File: src/rtl/jogo_sequencia_unidade_controle_if.sv
// Control/status bundle between the sequence-game datapath and its control unit.
// master = datapath side (drives status), slave = control unit (drives strobes).
interface jogo_sequencia_unidade_controle_if;
    logic       iniciar;
    logic       jogada;
    logic       igual;
    logic       fimE;
    logic       fimL;
    logic       timeout;
    logic       zeraE;
    logic       contaE;
    logic       zeraL;
    logic       contaL;
    logic       zeraR;
    logic       registraR;
    logic       zeraT;
    logic       contaT;
    logic       pronto;
    logic       acertou;
    logic       errou;
    logic       db_timeout;
    logic [4:0] db_estado;

    modport master (
        output iniciar, jogada, igual, fimE, fimL, timeout,
        input  zeraE, contaE, zeraL, contaL, zeraR, registraR, zeraT, contaT,
               pronto, acertou, errou, db_timeout, db_estado
    );

    modport slave (
        input  iniciar, jogada, igual, fimE, fimL, timeout,
        output zeraE, contaE, zeraL, contaL, zeraR, registraR, zeraT, contaT,
               pronto, acertou, errou, db_timeout, db_estado
    );
endinterface

File: src/rtl/jogo_sequencia_unidade_controle.sv
// Moore control unit for the memory-sequence game: sequences E/L counters,
// play register and play timer; all outputs decode the current state only.
module jogo_sequencia_unidade_controle #(
    parameter bit TIMEOUT_EN = 1'b1
) (
    input  logic                                  clock,
    input  logic                                  reset,
    jogo_sequencia_unidade_controle_if.slave      bus
);

    typedef enum logic [4:0] {
        INICIAL        = 5'h00,
        PREPARACAO     = 5'h01,
        INICIA_RODADA  = 5'h02,
        ESPERA_JOGADA  = 5'h03,
        REGISTRA       = 5'h04,
        COMPARACAO     = 5'h05,
        PROXIMA_JOGADA = 5'h06,
        PROXIMA_RODADA = 5'h08,
        FIM_ACERTO     = 5'h0A,
        FIM_TIMEOUT    = 5'h0D,
        FIM_ERRO       = 5'h0E
    } estado_t;

    estado_t estado_q, estado_d;

    always_ff @(posedge clock or posedge reset) begin
        if (reset) estado_q <= INICIAL;
        else       estado_q <= estado_d;
    end

    always_comb begin
        estado_d       = estado_q;
        bus.zeraE      = 1'b0;
        bus.contaE     = 1'b0;
        bus.zeraL      = 1'b0;
        bus.contaL     = 1'b0;
        bus.zeraR      = 1'b0;
        bus.registraR  = 1'b0;
        bus.zeraT      = 1'b0;
        bus.contaT     = 1'b0;
        bus.pronto     = 1'b0;
        bus.acertou    = 1'b0;
        bus.errou      = 1'b0;
        bus.db_timeout = 1'b0;
        bus.db_estado  = estado_q;

        case (estado_q)
            INICIAL: begin
                bus.zeraE = 1'b1;
                bus.zeraL = 1'b1;
                bus.zeraR = 1'b1;
                bus.zeraT = 1'b1;
                if (bus.iniciar) estado_d = PREPARACAO;
            end
            PREPARACAO: begin
                bus.zeraE = 1'b1;
                bus.zeraL = 1'b1;
                bus.zeraR = 1'b1;
                bus.zeraT = 1'b1;
                estado_d  = INICIA_RODADA;
            end
            INICIA_RODADA: begin
                bus.zeraE = 1'b1;
                bus.zeraT = 1'b1;
                estado_d  = ESPERA_JOGADA;
            end
            ESPERA_JOGADA: begin
                bus.contaT = TIMEOUT_EN;
                // a play arriving with the timeout still counts as a play
                if (bus.jogada)                     estado_d = REGISTRA;
                else if (bus.timeout && TIMEOUT_EN) estado_d = FIM_TIMEOUT;
            end
            REGISTRA: begin
                bus.registraR = 1'b1;
                bus.zeraT     = 1'b1;
                estado_d      = COMPARACAO;
            end
            COMPARACAO: begin
                if (!bus.igual)     estado_d = FIM_ERRO;
                else if (!bus.fimE) estado_d = PROXIMA_JOGADA;
                else if (bus.fimL)  estado_d = FIM_ACERTO;
                else                estado_d = PROXIMA_RODADA;
            end
            PROXIMA_JOGADA: begin
                bus.contaE = 1'b1;
                estado_d   = ESPERA_JOGADA;
            end
            PROXIMA_RODADA: begin
                bus.contaL = 1'b1;
                estado_d   = INICIA_RODADA;
            end
            FIM_ACERTO: begin
                bus.pronto  = 1'b1;
                bus.acertou = 1'b1;
                if (bus.iniciar) estado_d = PREPARACAO;
            end
            FIM_ERRO: begin
                bus.pronto = 1'b1;
                bus.errou  = 1'b1;
                if (bus.iniciar) estado_d = PREPARACAO;
            end
            FIM_TIMEOUT: begin
                bus.pronto     = 1'b1;
                bus.errou      = 1'b1;
                bus.db_timeout = 1'b1;
                if (bus.iniciar) estado_d = PREPARACAO;
            end
            default: begin
                bus.db_estado = 5'b11111;
                estado_d      = INICIAL;
            end
        endcase
    end

endmodule

File: src/flat_wrapper.sv
// flat-port wrapper written by rule: the top's interface ports become plain ports
module jogo_sequencia_unidade_controle_flat 
#(
    parameter bit TIMEOUT_EN = 1'b1
)
  (clock, reset, bus_iniciar, bus_jogada, bus_igual, bus_fimE, bus_fimL, bus_timeout, bus_zeraE, bus_contaE, bus_zeraL, bus_contaL, bus_zeraR, bus_registraR, bus_zeraT, bus_contaT, bus_pronto, bus_acertou, bus_errou, bus_db_timeout, bus_db_estado);
  jogo_sequencia_unidade_controle_if bus_i ();
  input  logic clock;
  input  logic reset;
  input wire logic [$bits(bus_i.iniciar)-1:0] bus_iniciar;
  input wire logic [$bits(bus_i.jogada)-1:0] bus_jogada;
  input wire logic [$bits(bus_i.igual)-1:0] bus_igual;
  input wire logic [$bits(bus_i.fimE)-1:0] bus_fimE;
  input wire logic [$bits(bus_i.fimL)-1:0] bus_fimL;
  input wire logic [$bits(bus_i.timeout)-1:0] bus_timeout;
  output wire logic [$bits(bus_i.zeraE)-1:0] bus_zeraE;
  output wire logic [$bits(bus_i.contaE)-1:0] bus_contaE;
  output wire logic [$bits(bus_i.zeraL)-1:0] bus_zeraL;
  output wire logic [$bits(bus_i.contaL)-1:0] bus_contaL;
  output wire logic [$bits(bus_i.zeraR)-1:0] bus_zeraR;
  output wire logic [$bits(bus_i.registraR)-1:0] bus_registraR;
  output wire logic [$bits(bus_i.zeraT)-1:0] bus_zeraT;
  output wire logic [$bits(bus_i.contaT)-1:0] bus_contaT;
  output wire logic [$bits(bus_i.pronto)-1:0] bus_pronto;
  output wire logic [$bits(bus_i.acertou)-1:0] bus_acertou;
  output wire logic [$bits(bus_i.errou)-1:0] bus_errou;
  output wire logic [$bits(bus_i.db_timeout)-1:0] bus_db_timeout;
  output wire logic [$bits(bus_i.db_estado)-1:0] bus_db_estado;
  assign bus_i.iniciar = bus_iniciar;
  assign bus_i.jogada = bus_jogada;
  assign bus_i.igual = bus_igual;
  assign bus_i.fimE = bus_fimE;
  assign bus_i.fimL = bus_fimL;
  assign bus_i.timeout = bus_timeout;
  assign bus_zeraE = bus_i.zeraE;
  assign bus_contaE = bus_i.contaE;
  assign bus_zeraL = bus_i.zeraL;
  assign bus_contaL = bus_i.contaL;
  assign bus_zeraR = bus_i.zeraR;
  assign bus_registraR = bus_i.registraR;
  assign bus_zeraT = bus_i.zeraT;
  assign bus_contaT = bus_i.contaT;
  assign bus_pronto = bus_i.pronto;
  assign bus_acertou = bus_i.acertou;
  assign bus_errou = bus_i.errou;
  assign bus_db_timeout = bus_i.db_timeout;
  assign bus_db_estado = bus_i.db_estado;
  jogo_sequencia_unidade_controle #(.TIMEOUT_EN(TIMEOUT_EN)) u_core (.clock(clock), .reset(reset), .bus(bus_i));
endmodule
File: config.mk
export PLATFORM = sky130hd
export DESIGN_NAME = jogo_sequencia_unidade_controle_flat
export DESIGN_NICKNAME = d
export VERILOG_FILES = /design/src/rtl/jogo_sequencia_unidade_controle_if.sv /design/src/rtl/jogo_sequencia_unidade_controle.sv /design/src/flat_wrapper.sv
export SDC_FILE = /design/constraint.sdc
export NUM_CORES = 1
export LEC_CHECK = 0
export ABC_CLOCK_PERIOD_IN_PS = 2850
export CORE_MARGIN = 3
export CORE_UTILIZATION = 35
export CTS_BUF_LIST = sky130_fd_sc_hd__clkbuf_2 sky130_fd_sc_hd__clkbuf_4 sky130_fd_sc_hd__clkbuf_8
export DETAILED_ROUTE_END_ITERATION = 8
export DONT_BUFFER_PORTS = 1
export GPL_ROUTABILITY_DRIVEN = 0
export MAX_ROUTING_LAYER = met4
export PLACE_DENSITY = 0.54
export SLEW_MARGIN = 20
export SYNTH_ARGS = -nofsm -noshare
export SYNTH_HDL_FRONTEND = slang
export SYNTH_SLANG_ARGS = --single-unit
File: constraint.sdc
create_clock -name clock -period 2.85 [get_ports clock]
set_input_delay 0.57 -clock clock [delete_from_list [all_inputs] [get_ports clock]]
set_output_delay 0.57 -clock clock [all_outputs]
set_load 0.01 [all_outputs]
==> impl_metrics.ini, run 1 <==
[layout]
instances_no_fill = 70
largestRegisters = u_core.estado_q x4
antenna_cells = 0
largest_reg_flops = 4
syn_to_final_growth_pct = 0.824
stdcell_area_um2 = 459
fin_nets = 66
drive_above_1_share_pct = 16.1
largest-register = u_core.estado_q

[setup_path]
worstSetupPathType = reg -> out
crit_required_ns = 2.28
critical-path-max-stage-delay_ns = 0.61
crit_slowest_cell = dfrtp_1
start_kind = flop
worstRegToRegCells = 3
end_kind = output port
worstPathArrival_ns = 1.67
path_delay_family = flip-flops
cp.depth = 3
cp_max_fo = 14
worstPathBufferInverterCount = 0
path_cells = mux2_2 -> a32oi_1 -> nand2b_1

[drt]
num_vias = 413
dr.pass1.iters = 2
wirelength_um = 1030
viasPerCell = 5.90
wl_per_cell_um = 14.7
drc_errors = 0
drt_iter0_markers = 9
postRouteAntennaNets = 0

[power]
power.share.clock_pct = 12.5
power_w = 0.000553
net-switching-power_w = 0.000299
leakage_nw = 0.201
p_per_area_nw_per_um2 = 1200
internal_power_w = 0.000254
vdd_drop_max_v = 0.000442
p_sw_share_pct = 54.1
combPwrFrac_pct = 55.1
pwr-share-seq_pct = 32.5

[clock_tree]
post_cts_resized = 0
clk_latency_ns = 0.23
clock-sinks = 4
postCtsSetupRepairBufs = 0
tritoncts = yes
clk_path_buf_depth = 2
cts_buffers = 3
path_clk_slew_ns = 0.04
root_buffer = clkbuf_4
htreeDepth = 1
hold_buffers = 0

[place]
detailed_place.area_um2 = 437
place_hpwl_um = 739
portBuffers = 0
dpl.cell_count = 67

[synth]
synth_xor_area_share_pct = 0
synth_mux_area_share_pct = 4.67
synth_compound_area_share_pct = 21.7
ys_ff_latch = 4
netlist_instances = 58
synthAdderAreaFrac_pct = 2.20
synth-simple-area-share_pct = 37.4
synth_cell_types = 30
synth_top_family_by_area = simple AND/OR/NAND/NOR gates
synth_top_area_cell = dfrtp_1
synth_top_cells_by_area = dfrtp_1 22%, nand2b_1 6.9%, nor3_1 6.6%
yosysWarnings = 0
synth_top_area_share_pct = 22.0
syn_nets = 66
syn_area_um2 = 455
ys_seq_area_share_pct = 22.0
avgSynthCellArea_um2 = 7.85

[timing]
max_slew_margin_pct = 57.8
worst_slew_pin_slew_ns = 0.628
min_period_ns = 2.24
layout_worst_path_cycle_share_pct = 78.7
finalSetupViolations = 0
rsz0062_at_grt = no
drv_slew = 0
final.setup.tns_ns = 0
hold_viol = 0
clock_skew_ns = 0.00240
max_freq_ghz = 0.446

[floorplanning]
dieArea_um2 = 1770
die_x_um = 42.1
die_h_um = 42.1
start_util_pct = 39.4
core_area_um2 = 1160
num_rows = 12
pin_count = 25

[grt]
grt_pass1_vias = 412
grt_max_degree = 17
overflow = 0
grt_antenna_before_repair = 0
grt_pass1_wl_um = 1740
grt_usage_pct = 12.7

[status]
status = finished, final reports clean

[hold_path]
min_path_type = in -> async

[job]
drv_cap = 0
-- routing by layer --
| metal | vias to the layer above | wire length [um] | share of wire [%] | global-route usage [%] |
|---|---|---|---|---|
| met5 | - | 0 | 0 | - |
| met4 | 0 | 19 | 1.8 | 10.6 |
| met3 | 2 | 63 | 6.1 | 1.29 |
| met2 | 14 | 455 | 44 | 16.7 |
| met1 | 192 | 490 | 48 | 17.1 |
| li1 | 205 | - | - | - |
-- power by group through the flow --
stage	registers [W]	logic [W]	clock network, W
2_1_floorplan	0.000110	0.000362	0
3_5_place_dp	0.000179	0.000309	0
6_report	0.000180	0.000305	0.0000689
5_1_grt	0.000193	0.000339	0.0000749
4_1_cts	0.000179	0.000310	0.0000723
3_3_place_gp	0.000177	0.000308	0
-- stage by stage --
stage	utilization [%]	setup slack [ns]	hold slack, ns
CTS	39.7	0.609	0.0960
finish	39.7	0.608	0.100
global placement	37.8	0.906	0.352
detailed placement	37.8	0.866	0.346
floorplan	-	1.15	0.336
global route	39.7	0.506	0.118
-- area by class of cell --
class                      instances  area (um2)
clock buffer                       3        22.5
fill                             129         697
inverter                           5        18.8
multi-input combinational         44         300
tap                               14        17.5
sequential                         4         100
-- Yosys cell counts, drive strengths merged --
| cell | number |
|---|---|
| or2 | 1 |
| a2111o | 1 |
| and4b | 1 |
| nand2 | 3 |
| a311oi | 1 |
| dfrtp | 4 |
| a211oi | 2 |
| o22ai | 1 |
| a211o | 1 |
| nand3 | 1 |
| nand2b | 5 |
| and3 | 1 |
| nor3 | 7 |
| buf | 5 |
| maj3 | 1 |
| a21oi | 2 |
| or2b | 2 |
| inv | 5 |
| mux2i | 1 |
| nor2b | 2 |
| nor4 | 1 |
| a32oi | 1 |
| mux2 | 1 |
| a221o | 2 |
| nor2 | 6 |
-- worst paths after layout --
| kind | from | slack [ns] | end |
|---|---|---|---|
| min in group clock | bus_timeout | 0.57 | u_core.estado_q[1]$_DFFE_PP0P_ |
| worst min register to register | u_core.estado_q[2]$_DFFE_PP0P_ | 0.87 | u_core.estado_q[0]$_DFFE_PP0P_ |
| max in group asynchronous | reset | 2.60 | u_core.estado_q[0]$_DFFE_PP0P_ |
| worst max register to register | u_core.estado_q[0]$_DFFE_PP0P_ | 1.34 | u_core.estado_q[3]$_DFFE_PP0P_ |
| worst min-delay path | reset | 0.10 | u_core.estado_q[3]$_DFFE_PP0P_ |
| worst max-delay path | u_core.estado_q[2]$_DFFE_PP0P_ | 0.61 | bus_db_estado[1] |
-- layout by cell type, fill, tap and decap left out --
cell and n:
nand2_1 3, a21oi_2 1, a221o_1 2, nand3_1 1, nor3_1 6, a211oi_1 2, mux2i_1 1, dfrtp_1 4
a211o_1 1, nor2_1 6, inv_1 5, maj3_1 1, a21oi_1 1, a311oi_1 1, nor2b_1 2, a32oi_1 1
clkbuf_4 3, or2b_4 1, a2111o_1 1, or2b_1 1, mux2_2 1, o22ai_2 1, nor3_2 1, nand2b_1 5
or2_2 1, and3_1 1, and4b_1 1, nor4_1 1
-- logic make-up after synthesis --
logic type | Yosys count
buffers and inverters | 10
AOI/OAI and AO/OA | 11
adders and majority gates | 1
DFF | 4
and+or+nand+nor | 30
muxes | 2
Note: power is estimated with default switching activity, not from simulation.
==> inputs of run 2 (changes only) <==
--- a/config.mk
+++ b/config.mk
@@ -5,7 +5,7 @@
 export SDC_FILE = /design/constraint.sdc
 export NUM_CORES = 1
 export LEC_CHECK = 0
-export ABC_CLOCK_PERIOD_IN_PS = 2850
+export ABC_CLOCK_PERIOD_IN_PS = 2000
 export CORE_MARGIN = 3
 export CORE_UTILIZATION = 35
 export CTS_BUF_LIST = sky130_fd_sc_hd__clkbuf_2 sky130_fd_sc_hd__clkbuf_4 sky130_fd_sc_hd__clkbuf_8
@@ -13,7 +13,7 @@
 export DONT_BUFFER_PORTS = 1
 export GPL_ROUTABILITY_DRIVEN = 0
 export MAX_ROUTING_LAYER = met4
-export PLACE_DENSITY = 0.54
+export PLACE_DENSITY = 0.56
 export SLEW_MARGIN = 20
 export SYNTH_ARGS = -nofsm -noshare
 export SYNTH_HDL_FRONTEND = slang
==> constraint.sdc (replaced) <==
create_clock -name clock -period 2 [get_ports clock]
set_input_delay 0.4 -clock clock [delete_from_list [all_inputs] [get_ports clock]]
set_output_delay 0.4 -clock clock [all_outputs]
set_load 0.01 [all_outputs]
==> run 2 against run 1 <==
  * Worst hold slack gained 0.30 ns
  * Clock skew grew 0.0016 ns
  * Critical path depth is the same
  * Critical path type unchanged
  * Die area is the same
  * Sequential share of layout area shrank 1.8 points
  * Wire length grew 1.8%
==> impl_metrics.ini, run 2 (synthesis results as in run 1) <==
[grt]
overflow = 0
grt_pass1_vias = 382
grt_usage_pct = 11.9
grt_antenna_before_repair = 0
grt_max_degree = 16
grt_pass1_wl_um = 1610

[timing]
worst_slew_pin_slew_ns = 0.427
rsz0062_at_grt = no
clock_skew_ns = 0.00402
layout_worst_path_cycle_share_pct = 91.8
max_freq_ghz = 0.545
max_slew_margin_pct = 71.5
min_period_ns = 1.84
final.setup.tns_ns = 0
drv_slew = 0
finalSetupViolations = 0
hold_viol = 0

[drt]
drt_iter0_markers = 15
wl_per_cell_um = 14.0
dr.pass1.iters = 2
drc_errors = 0
viasPerCell = 5.67
postRouteAntennaNets = 0
wirelength_um = 1050
num_vias = 425

[layout]
syn_to_final_growth_pct = 11.5
fin_nets = 71
layout_common_cells = 6 x nor3_1, 6 x nor2_1, 5 x inv_1, 5 x nand2b_1, 4 x buf_4
drive_above_1_share_pct = 24.6
antenna_cells = 0
largest_reg_flops = 4
largest-register = u_core.estado_q
largestRegisters = u_core.estado_q x4
fin_util_pct = 43.9

[clock_tree]
tritoncts = yes
htreeDepth = 1
postCtsSetupRepairBufs = 0
cts_buffers = 3
clock-sinks = 4
clk_latency_ns = 0.23
path_clk_slew_ns = 0.03
clk_path_buf_depth = 2
root_buffer = clkbuf_4

[floorplanning]
pin_count = 25
start_util_pct = 39.4
die_x_um = 42.1
num_rows = 12
core_area_um2 = 1160
dieArea_um2 = 1770
die_h_um = 42.1

[power]
vdd_drop_max_v = 0.000819
leakage_nw = 0.229
p_per_area_nw_per_um2 = 1690

[place]
place_hpwl_um = 802
portBuffers = 0

[setup_path]
crit_required_ns = 1.60
worstPathArrival_ns = 1.44
start_kind = flop
end_kind = output port
worstSetupPathType = reg -> out
cp_max_fo = 13

[job]
drv_cap = 0

[status]
status = finished, final reports clean

[hold_path]
min_path_type = in -> reg
==> run 2: cell types whose count changed in the layout (fill, tap and decap cells not counted), sizes merged <==
cell / previous run / this run
buf: 0 / 4
dlygate4sd3: 0 / 1
==> run 2: final cells by class <==
class | count | area (um2)
fillers | 130 | 648
multi-input cells | 44 | 308
flip-flops and latches | 4 | 101
repair buffers | 5 | 40.0
clock buffers | 3 | 22.5
inverters | 5 | 18.8
well taps | 14 | 17.5
==> run 2: worst paths after layout <==
| path | start | to | slack (ns) | depth (start not counted) |
|---|---|---|---|---|
| max | u_core.estado_q[3]$_DFFE_PP0P_ | bus_db_estado[1] | 0.16 | 3 |
| min | bus_timeout | u_core.estado_q[1]$_DFFE_PP0P_ | 0.40 | 2 |
| max in group asynchronous | reset | u_core.estado_q[2]$_DFFE_PP0P_ | 1.35 | 2 |
| min reg2reg | u_core.estado_q[2]$_DFFE_PP0P_ | u_core.estado_q[0]$_DFFE_PP0P_ | 0.79 | 2 |
| min in group asynchronous | reset | u_core.estado_q[0]$_DFFE_PP0P_ | 0.49 | 2 |
| max reg2reg | u_core.estado_q[0]$_DFFE_PP0P_ | u_core.estado_q[3]$_DFFE_PP0P_ | 0.47 | 3 |
==> run 2: layer usage <==
metal	vias to the layer above	track usage [%]	part of all wire, %
met5	-	-	0
met4	0	3.73	0
met3	0	5.58	8.2
met2	15	18.5	48
met1	196	13.5	44
li1	214	-	-
==> run 2: power breakdown <==
| group | total [W] | internal, W | leakage (nW) | switching (W) |
|---|---|---|---|---|
| registers | 0.000224 | 0.000119 | 0.0487 | 0.000105 |
| clock network | 0.0000982 | 0.0000670 | 0.0138 | 0.0000312 |
| logic | 0.000535 | 0.000230 | 0.166 | 0.000304 |
| total | 0.000857 | 0.000416 | 0.229 | 0.000441 |
==> run 2: what timing repair did <==
item | CTS | global route
hold endpoints to repair | 4 | 0
resized for setup | 0 | 2
endpoints found under the setup margin | 0 | 4
hold buffers | 1 | 0
==> run 2: through the flow <==
| step | worst slack (ns) | cell area, um2 | cells | power (W) | hold WS (ns) |
|---|---|---|---|---|---|
| floorplan | 0.472 | 455 | 58 | 0.000672 | 0.166 |
| global placement | 0.337 | 467 | 71 | 0.000744 | 0.181 |
| detailed placement | 0.289 | 467 | 71 | 0.000748 | 0.183 |
| CTS | 0.0373 | 499 | 75 | 0.000853 | 0.400 |
| global route | 0.0494 | 508 | 75 | 0.000938 | 0.435 |
| finish | 0.165 | 508 | 75 | 0.000857 | 0.400 |
==> run 2: worst max-delay path, cell delays in order, from the launching register on <==
cell and delay (ns):
dfrtp_1 0.50, mux2_2 0.33, a32oi_2 0.22, nand2b_1 0.14
